### src/rtl/mem_arb_pkg.sv
// Shared types and constants for the two-master memory arbiter.
//   arb_state_e : arbiter FSM state encoding
//   mst_idx_t   : master index (0 = m0, 1 = m1)
//   ADDR_W/DATA_W : shared memory port widths
//   idx_onehot  : master index -> one-hot grant vector
package mem_arb_pkg;

   localparam int ADDR_W = 16;
   localparam int DATA_W = 16;

   typedef enum logic [1:0] {
      ST_IDLE   = 2'd0,
      ST_ACCESS = 2'd1,
      ST_DONE   = 2'd2
   } arb_state_e;

   typedef logic mst_idx_t;

   function automatic logic [1:0] idx_onehot(input mst_idx_t idx);
      return idx ? 2'b10 : 2'b01;
   endfunction

endpackage

### src/rtl/arb_pick2.sv
// Combinational winner selection between two masters.
// Ports:
//   req         : raw level requests {m1, m0}
//   mask        : masters whose request is ignored this cycle (just served)
//   last_served : round-robin pointer, the master served most recently
//   own_active  : a bus lock is in force; only owner may win
//   owner       : lock owner index
//   yield_prio  : a forced lock release is pending; m0 priority blocking is
//                 suspended so the other master can be granted
//   valid/win   : a winner exists / its index
// Parameter PRIO_M0: 0 = round-robin ties, 1 = m0 wins ties and blocks m1
// whenever m0_req is high.
module arb_pick2
   import mem_arb_pkg::*;
#(
   parameter int PRIO_M0 = 0
) (
   input  logic [1:0] req,
   input  logic [1:0] mask,
   input  mst_idx_t   last_served,
   input  logic       own_active,
   input  mst_idx_t   owner,
   input  logic       yield_prio,
   output logic       valid,
   output mst_idx_t   win
);

   logic [1:0] elig;

   always_comb begin
      elig = req & ~mask;
      if (own_active) begin
         elig = elig & idx_onehot(owner);
      end else if ((PRIO_M0 != 0) && req[0] && !yield_prio) begin
         // m0 blocks m1 even while m0 itself is masked after being served
         elig[1] = 1'b0;
      end
      valid = |elig;
      win   = 1'b0;
      if (elig == 2'b11) begin
         win = (PRIO_M0 != 0) ? 1'b0 : ~last_served;
      end else if (elig[1]) begin
         win = 1'b1;
      end
   end

endmodule

### src/rtl/mem_arbiter.sv
// Two-master arbiter in front of a single-port memory. Each access takes one
// ACCESS cycle on the shared port followed by one DONE cycle carrying the ack.
// Ports:
//   clk, reset                 : clock, synchronous active-high reset
//   mX_req/we/addr/wdata       : master requests (level, held until ack)
//   mX_ack, mX_rdata           : one-cycle completion pulse, held read data
//   mX_lock                    : bus-lock request (only with MEM_ARB_LOCK_EN)
//   writeM, addressM, outM     : shared memory port
//   inM                        : memory read data for addressM
//   grant, busy                : one-hot owner in ACCESS/DONE, FSM not idle
// Build option: define MEM_ARB_LOCK_EN to add lock ports and lock ownership
// with a forced release after MAX_LOCK consecutive locked accesses.
//
// state     | meaning
// ST_IDLE   | no transaction; arbitrate among all requests
// ST_ACCESS | command on memory port for one cycle; reads capture inM
// ST_DONE   | ack to winner; arbitrate the other master for back-to-back
module mem_arbiter
   import mem_arb_pkg::*;
#(
   parameter int PRIO_M0  = 0,
   parameter int MAX_LOCK = 4
) (
   input  logic              clk,
   input  logic              reset,
`ifdef MEM_ARB_LOCK_EN
   input  logic              m0_lock,
   input  logic              m1_lock,
`endif
   input  logic              m0_req,
   input  logic              m0_we,
   input  logic [ADDR_W-1:0] m0_addr,
   input  logic [DATA_W-1:0] m0_wdata,
   output logic              m0_ack,
   output logic [DATA_W-1:0] m0_rdata,
   input  logic              m1_req,
   input  logic              m1_we,
   input  logic [ADDR_W-1:0] m1_addr,
   input  logic [DATA_W-1:0] m1_wdata,
   output logic              m1_ack,
   output logic [DATA_W-1:0] m1_rdata,
   output logic              writeM,
   output logic [ADDR_W-1:0] addressM,
   output logic [DATA_W-1:0] outM,
   input  logic [DATA_W-1:0] inM,
   output logic [1:0]        grant,
   output logic              busy
);

   if (MAX_LOCK < 1) begin : g_bad_max_lock
      $error("MAX_LOCK must be at least 1");
   end

   arb_state_e        state_q, state_d;
   mst_idx_t          cmd_idx_q, cmd_idx_d;
   mst_idx_t          last_q, last_d;
   logic              cmd_we_q, cmd_we_d;
   logic [ADDR_W-1:0] cmd_addr_q, cmd_addr_d;
   logic [DATA_W-1:0] cmd_wdata_q, cmd_wdata_d;
   logic [DATA_W-1:0] rdata0_q, rdata0_d;
   logic [DATA_W-1:0] rdata1_q, rdata1_d;

   logic [1:0] req_v;
   logic [1:0] mask;
   logic       arb_point;
   logic       pick_valid;
   mst_idx_t   pick_win;
   logic       own_active;
   mst_idx_t   owner;
   logic       yield_prio;

   assign req_v     = {m1_req, m0_req};
   assign arb_point = (state_q == ST_IDLE) || (state_q == ST_DONE);
   // The master being acked may not immediately win again.
   assign mask      = (state_q == ST_DONE) ? idx_onehot(cmd_idx_q) : 2'b00;

`ifdef MEM_ARB_LOCK_EN
   localparam int CNT_W = (MAX_LOCK > 1) ? $clog2(MAX_LOCK) : 1;

   logic             owned_q, owned_d;
   mst_idx_t         owner_q, owner_d;
   logic [CNT_W-1:0] cnt_q, cnt_d;
   logic             yield_q, yield_d;
   logic [1:0]       lock_v;

   assign lock_v     = {m1_lock, m0_lock};
   assign owner      = owner_q;
   assign own_active = owned_q && lock_v[owner_q];
   assign yield_prio = yield_q;

   always_comb begin
      owned_d = owned_q;
      owner_d = owner_q;
      cnt_d   = cnt_q;
      yield_d = yield_q;
      case (state_q)
         ST_IDLE, ST_DONE: begin
            yield_d = 1'b0;
            if (owned_q && !lock_v[owner_q]) begin
               owned_d = 1'b0;
               cnt_d   = '0;
            end
         end
         ST_ACCESS: begin
            if (lock_v[cmd_idx_q]) begin
               if (cnt_q == CNT_W'(MAX_LOCK - 1)) begin
                  // Limit reached: drop ownership and let the other master in.
                  owned_d = 1'b0;
                  cnt_d   = '0;
                  yield_d = 1'b1;
               end else begin
                  owned_d = 1'b1;
                  owner_d = cmd_idx_q;
                  cnt_d   = cnt_q + CNT_W'(1);
               end
            end else begin
               owned_d = 1'b0;
               cnt_d   = '0;
            end
         end
         default: ;
      endcase
   end

   always_ff @(posedge clk) begin
      if (reset) begin
         owned_q <= 1'b0;
         owner_q <= 1'b0;
         cnt_q   <= '0;
         yield_q <= 1'b0;
      end else begin
         owned_q <= owned_d;
         owner_q <= owner_d;
         cnt_q   <= cnt_d;
         yield_q <= yield_d;
      end
   end
`else
   assign own_active = 1'b0;
   assign owner      = 1'b0;
   assign yield_prio = 1'b0;
`endif

   arb_pick2 #(
      .PRIO_M0(PRIO_M0)
   ) u_pick (
      .req        (req_v),
      .mask       (mask),
      .last_served(last_q),
      .own_active (own_active),
      .owner      (owner),
      .yield_prio (yield_prio),
      .valid      (pick_valid),
      .win        (pick_win)
   );

   always_comb begin
      state_d     = state_q;
      cmd_idx_d   = cmd_idx_q;
      last_d      = last_q;
      cmd_we_d    = cmd_we_q;
      cmd_addr_d  = cmd_addr_q;
      cmd_wdata_d = cmd_wdata_q;
      rdata0_d    = rdata0_q;
      rdata1_d    = rdata1_q;
      case (state_q)
         ST_IDLE:   state_d = ST_IDLE;
         ST_ACCESS: begin
            state_d = ST_DONE;
            if (!cmd_we_q) begin
               if (cmd_idx_q) rdata1_d = inM;
               else           rdata0_d = inM;
            end
         end
         ST_DONE:   state_d = ST_IDLE;
         default:   state_d = ST_IDLE;
      endcase
      if (arb_point && pick_valid) begin
         state_d     = ST_ACCESS;
         cmd_idx_d   = pick_win;
         last_d      = pick_win;
         cmd_we_d    = pick_win ? m1_we    : m0_we;
         cmd_addr_d  = pick_win ? m1_addr  : m0_addr;
         cmd_wdata_d = pick_win ? m1_wdata : m0_wdata;
      end
   end

   always_ff @(posedge clk) begin
      if (reset) begin
         state_q     <= ST_IDLE;
         cmd_idx_q   <= 1'b0;
         last_q      <= 1'b1;
         cmd_we_q    <= 1'b0;
         cmd_addr_q  <= '0;
         cmd_wdata_q <= '0;
         rdata0_q    <= '0;
         rdata1_q    <= '0;
      end else begin
         state_q     <= state_d;
         cmd_idx_q   <= cmd_idx_d;
         last_q      <= last_d;
         cmd_we_q    <= cmd_we_d;
         cmd_addr_q  <= cmd_addr_d;
         cmd_wdata_q <= cmd_wdata_d;
         rdata0_q    <= rdata0_d;
         rdata1_q    <= rdata1_d;
      end
   end

   // Outputs are forced quiet while reset is high so that an ACCESS cut short
   // by reset never presents a write to memory on the reset edge.
   assign writeM   = !reset && (state_q == ST_ACCESS) && cmd_we_q;
   assign addressM = reset ? '0 : cmd_addr_q;
   assign outM     = reset ? '0 : cmd_wdata_q;
   assign m0_ack   = !reset && (state_q == ST_DONE) && !cmd_idx_q;
   assign m1_ack   = !reset && (state_q == ST_DONE) && cmd_idx_q;
   assign m0_rdata = reset ? '0 : rdata0_q;
   assign m1_rdata = reset ? '0 : rdata1_q;
   assign busy     = !reset && (state_q != ST_IDLE);
   assign grant    = (!reset && ((state_q == ST_ACCESS) || (state_q == ST_DONE)))
                     ? idx_onehot(cmd_idx_q) : 2'b00;

endmodule

### config.mk
export PLATFORM = sky130hd
export DESIGN_NAME = mem_arbiter
export DESIGN_NICKNAME = d
export VERILOG_FILES = /design/src/rtl/mem_arb_pkg.sv /design/src/rtl/arb_pick2.sv /design/src/rtl/mem_arbiter.sv
export SDC_FILE = /design/constraint.sdc
export NUM_CORES = 1
export LEC_CHECK = 0
export ABC_AREA = 1
export CAP_MARGIN = 20
export CORE_MARGIN = 3
export CORE_UTILIZATION = 45
export DETAILED_ROUTE_END_ITERATION = 6
export HOLD_SLACK_MARGIN = 0.03
export PLACE_DENSITY = 0.83
export SYNTH_ARGS = -nofsm -noshare
export SYNTH_HDL_FRONTEND = slang
export SYNTH_SLANG_ARGS = --single-unit
### constraint.sdc
create_clock -name clk -period 3.3 [get_ports clk]
set_input_delay 0.33 -clock clk [delete_from_list [all_inputs] [get_ports clk]]
set_output_delay 0.33 -clock clk [all_outputs]
set_load 0.005 [all_outputs]
==> summary.md, run 1 <==
| Metric | Value |
|---|---|
| Outcome | completed |
| Lkg Pwr | 2.27 nW |
| Ys Warns | 0 |
| Slew Limit Headroom | 30.1% |
| Max Root-Sink Buffers | 2 |
| Hold depth | 2 |
| Pwr dens | 393 nW/um2 |
| IO Count | 156 |
| Yosys reg bits | 69 |
| Cells after Synth | 529 |
| PostCTS Resize Cnt | 0 |
| Slew @ Worst Pin | 1050 ps |
| Hold path start | rdata0_q[9] |
| Fin. Hold Viols | 0 |
| Post-route worst setup slack | 828 ps |
| Vias in the first global route | 3,507 |
| Max-Cap Viols | 0 |
| Clk_lat worst skew | 330 ps |
| Layout Nets | 754 |
| Root Buffer | clkbuf_8 |
| Reg2reg path depth | 8 |
| Kind of critical path | flip-flop to flip-flop |
| DP Wirelength | 6830 um |
| Fmax | 404 MHz |
| Worst Skew | 5.44 ps |
| R2r endpoint | cmd_wdata_q[13] |
| Die Wd | 93.9 um |
| Total power draw | 2.02 mW |
| Arr. time, crit path | 2700 ps |
| Final instance area | 5150 um2 |
| Core area | 7370 um2 |
| Sequential share of the synthesized area | 39.7% |
| Slew Viols, Final | 0 |
| Storage element area | 1380 um2 |
| Worst r2r src | state_q[0] |
| Final setup fails | 0 |
| Setup crit start | state_q[0] |
| Initial core utilization | 47.2% |
| Flop2flop setup slack | 830 ps |
| Post-route ant nets | 0 |
| Finished Core Util | 69.9% |
| Cts hold-fix bufs | 0 |
| FILL cells | 625 |
| Clock sink count | 69 |
| Area of the multi-input gates | 1530 um2 |
| Die H | 93.9 um |
| Share of cells above drive strength 1 | 3.74% |
| Total GRT Usage | 21.6% |
| Placement Cell Area | 4990 um2 |
| Netlist cell types | 19 |
| Largest net degree at the start of global routing | 57 |
| Initial antenna violation count | 0 |
| Worst-path clk slew | 70 ps |
| Die Area | 8820 um2 |
| Critical Path Fanout Max | 35 |
| Startpoint types | flip-flop |
| Antenna diode count | 0 |
| CTS buffer count | 9 |
| DRC violations left | 0 |
| Min Tclk post-route | 2470 ps |
| Area Growth Syn to Fin | 48.1% |
| Hold/Removal Path Class | flip-flop to flip-flop |
| RSZ-0062 raised after global routing | no |
| Post-synthesis net count | 618 |
| CP Capture Type | flip-flop |
| Pre-antenna DRT Iters | 7 |
| Hold EP | rdata0_q[9] |
| Worst vdd ir | 0.179 mV |
| GP Congestion | 0.792 |
| Crit path required time | 3530 ps |
| Global-route wire length before repair | 15,400 um |
| Number of DRC markers in iteration 0 | 97 |
| Cell area after synthesis | 3480 um2 |
| H-tree levels | 3 |
| DR vias/cell | 4.75 |
| Drt total wl | 9350 um |
| Mean Syn Cell Area | 6.57 um2 |
| Final worst-path cycle share | 74.9% |
| Via count | 3,647 |
| # Post-CTS Setup Buffers | 0 |
| Setup TNS | 0 ps |
| CTS tree | built |
| GR Overflow Total | 0 |
| Drt wl/cell | 12.2 um |
| Row cnt | 31 |
| Setup WS pre-CTS | 623 ps |
| Port Buffers | 155 |
[per-layer routing]
layer / track usage [%] / part of all wire, % / wire [um] / vias to the layer above
met5: 0 / 0 / 0 / -
met4: 7.82 / 1.2 / 116 / 0
met3: 6.81 / 9.5 / 889 / 10
met2: 36.3 / 47 / 4380 / 151
met1: 25.8 / 42 / 3960 / 1618
li1: - / - / - / 1868
[how the worst max path moves through the flow]
stage / cells after the start / end / slack (ps)
2_1_floorplan: 9 / cmd_addr_q[0] / 1840
3_3_place_gp: 6 / cmd_addr_q[11] / 750
3_5_place_dp: 6 / cmd_addr_q[9] / 620
4_1_cts: 8 / cmd_wdata_q[4] / 840
5_1_grt: 8 / cmd_wdata_q[4] / 510
6_report: 8 / cmd_wdata_q[13] / 830
[synthesized netlist by cell type]
master    number  share of area, %
a21oi_1       33               4.7
buf_2          5              0.72
buf_4          6               1.3
buf_6          3              0.97
clkbuf_1      18               1.9
dfxtp_1       69                40
ha_1           3               1.1
inv_1        103                11
inv_2          3              0.32
nand2_1      106                11
nand2_2        4              0.72
nand2_4        1              0.32
nand3_1       37               5.3
nand3_2        1              0.29
nand3b_1      32               6.9
nor2_1        69               7.4
nor2_8         1              0.58
nor3_1         3              0.43
o21ai_0       32               4.6
[kinds of logic after synthesis]
family,after synthesis,synth area share (%)
AOI/OAI and AO/OA,65,9.36
adders and majority gates,3,1.08
buffers and inverters,138,16.4
DFF,69,39.7
and+or+nand+nor,254,33.5
[power breakdown]
group	internal (mW)	switching (mW)	leakage (nW)
logic	0.251	0.242	1.62
clock network	0.288	0.287	0.0833
registers	0.917	0.0364	0.567
[registers in the layout, indices dropped and copies added, names as in the netlist]
signal and cells:
rdata0_q 16, rdata1_q 16, cmd_wdata_q 16, cmd_idx_q 1, cmd_we_q 1, last_q 1
state_q 2, cmd_addr_q 16
[metrics by stage]
stage / hold WS, ps / instances
floorplan: 426 / 529
global placement: 438 / 753
detailed placement: 445 / 753
CTS: 456 / 768
global route: 466 / 768
finish: 453 / 768
[worst max-delay path: stages (launching register included)]
cell and delay (ps):
dfxtp_1 330, inv_1 60, ha_1 240, nand2_2 110, nand3_2 550, nand2_2 760
nand2_1 120, nand3_1 120, nand2_1 60
[cells in the final DEF (no fill, tap or decap), types with 4 or more instances in the layout]
cell type	count
clkdlybuf4s50_1	154
nand2_1	106
inv_1	103
nor2_1	69
dfxtp_1	69
nand3_1	37
a21oi_1	33
o21ai_0	32
nand3b_1	32
clkbuf_8	10
nand2_2	4
[area by class of cell]
type | count | area share [%]
well taps | 99 | 2.41
clock buffers | 13 | 2.89
repair buffers | 157 | 30.3
multi-input cells | 322 | 29.6
flip-flops and latches | 69 | 26.8
inverters | 106 | 7.73
clock inverters | 2 | 0.194
Power figures use the tool's default switching activity.
==> run 2, diff against run 1 <==
--- a/config.mk
+++ b/config.mk
@@ -8,10 +8,10 @@
 export ABC_AREA = 1
 export CAP_MARGIN = 20
 export CORE_MARGIN = 3
-export CORE_UTILIZATION = 45
+export CORE_UTILIZATION = 38
 export DETAILED_ROUTE_END_ITERATION = 6
 export HOLD_SLACK_MARGIN = 0.03
-export PLACE_DENSITY = 0.83
+export PLACE_DENSITY = 0.74
 export SYNTH_ARGS = -nofsm -noshare
 export SYNTH_HDL_FRONTEND = slang
 export SYNTH_SLANG_ARGS = --single-unit
==> constraint.sdc (replaced) <==
create_clock -name clk -period 2.1 [get_ports clk]
set_input_delay 0.21 -clock clk [delete_from_list [all_inputs] [get_ports clk]]
set_output_delay 0.21 -clock clk [all_outputs]
set_load 0.005 [all_outputs]
==> summary.md, run 2 (same netlist as run 1, synthesis figures left out) <==
| Metric | Value |
|---|---|
| Outcome | completed |
| Finished Core Util | 59.7% |
| Post-route ant nets | 0 |
| GP Congestion | 0.873 |
| # Post-CTS Setup Buffers | 0 |
| Die Wd | 102 um |
| Fmax | 505 MHz |
| Slew @ Worst Pin | 581 ps |
| Max-Cap Viols | 0 |
| Worst Skew | 9.05 ps |
| Placement Cell Area | 5060 um2 |
| Die H | 102 um |
| Die Area | 10,300 um2 |
| Pre-antenna DRT Iters | 4 |
| CP Capture Type | primary output |
| Storage element area | 1380 um2 |
| Layout Nets | 760 |
| Min Tclk post-route | 1980 ps |
| CTS tree | built |
| Final setup fails | 0 |
| Setup crit start | state_q[1] |
| DP Wirelength | 7230 um |
| Fin. Hold Viols | 0 |
| DRC violations left | 0 |
| Commonest non-fill, non-tap cell in the layout | clkdlybuf4s50_1 |
| Hold_ws | 452 ps |
| GR Overflow Total | 0 |
| Drt total wl | 9780 um |
| Total GRT Usage | 19.4% |
| Via count | 3,671 |
| Met1 wire length | 4250 um |
| Core area | 8810 um2 |
| Worst r2r src | state_q[0] |
| Commonest non-fill, non-tap cells in the layout | clkdlybuf4s50_1, nand2_1, inv_1 |
| Port Buffers | 155 |
| IO Count | 156 |
| Hold/Removal Path Class | flip-flop to flip-flop |
| Max Root-Sink Buffers | 2 |
| Initial antenna violation count | 0 |
| Hold path start | rdata0_q[9] |
| Post-route worst setup slack | 120 ps |
| Setup WS pre-CTS | 242 ps |
| Clock sink count | 69 |
| Critical Path Fanout Max | 2 |
| Crit path required time | 1890 ps |
| Kind of critical path | flip-flop to primary output |
| Cts hold-fix bufs | 0 |
| Initial core utilization | 39.5% |
| Largest net degree at the start of global routing | 35 |
| Arr. time, crit path | 1770 ps |
| Pwr dens | 634 nW/um2 |
| Drt wl/cell | 12.5 um |
| Worst-path clk slew | 70 ps |
| Dpl cells | 768 |
| CTS buffer count | 9 |
| Vias in the first global route | 3,572 |
| Metal3 WL | 874 um |
| Root Buffer | clkbuf_8 |
| FILL cells | 842 |
| Startpoint types | flip-flop |
| Slew Limit Headroom | 61.3% |
| PostCTS Resize Cnt | 0 |
| Slew Viols, Final | 0 |
| H-tree levels | 3 |
| Worst vdd ir | 0.332 mV |
| Setup TNS | 0 ps |
| RSZ-0062 raised after global routing | no |
| Total power draw | 3.33 mW |
| Antenna diode count | 0 |
| Number of DRC markers in iteration 0 | 111 |
| Global-route wire length before repair | 16,000 um |
| Final worst-path cycle share | 94.3% |
| Share of cells above drive strength 1 | 5.18% |
| Area Growth Syn to Fin | 51.2% |
| Lkg Pwr | 2.34 nW |
| Non-Filler Instances | 784 |
| Row cnt | 34 |
| Top layer in use | met4 |
| Final instance area | 5260 um2 |
| Clk_lat worst skew | 340 ps |
| Area of the multi-input gates | 1530 um2 |
| Met2 routed WL | 4460 um |
| DR vias/cell | 4.68 |
-- run 2: layout make-up --
class	count	area share (%)
well taps	108	2.57
clock inverters	7	1.26
repair buffers	163	30.8
multi-input cells	322	29.1
flip-flops and latches	69	26.3
inverters	106	7.57
clock buffers	9	2.36
-- run 2: path summary, 6_finish.rpt --
path	end	slack (ps)	depth (start not counted)
worst max-delay path	grant[0]	120	5
worst min-delay path	rdata0_q[9]	450	2
worst max register to register	cmd_addr_q[9]	330	10
worst min register to register	rdata0_q[9]	450	2
-- run 2: power breakdown --
part	internal, mW	leakage (nW)	switching [mW]
sequential	1.44	0.567	0.0567
clock	0.542	0.0987	0.502
combinational	0.407	1.67	0.388
-- run 2: critical path, cell delays in order, from the launching register on --
cell	delay, ps
dfxtp_1	350
inv_1	70
ha_1	260
inv_1	50
nor3_1	170
clkdlybuf4s50_1	540
-- run 2: layer usage --
metal	up-vias	global-route usage (%)
met5	-	0
met4	0	8.59
met3	16	5.44
met2	149	31.7
met1	1626	23.8
li1	1880	-
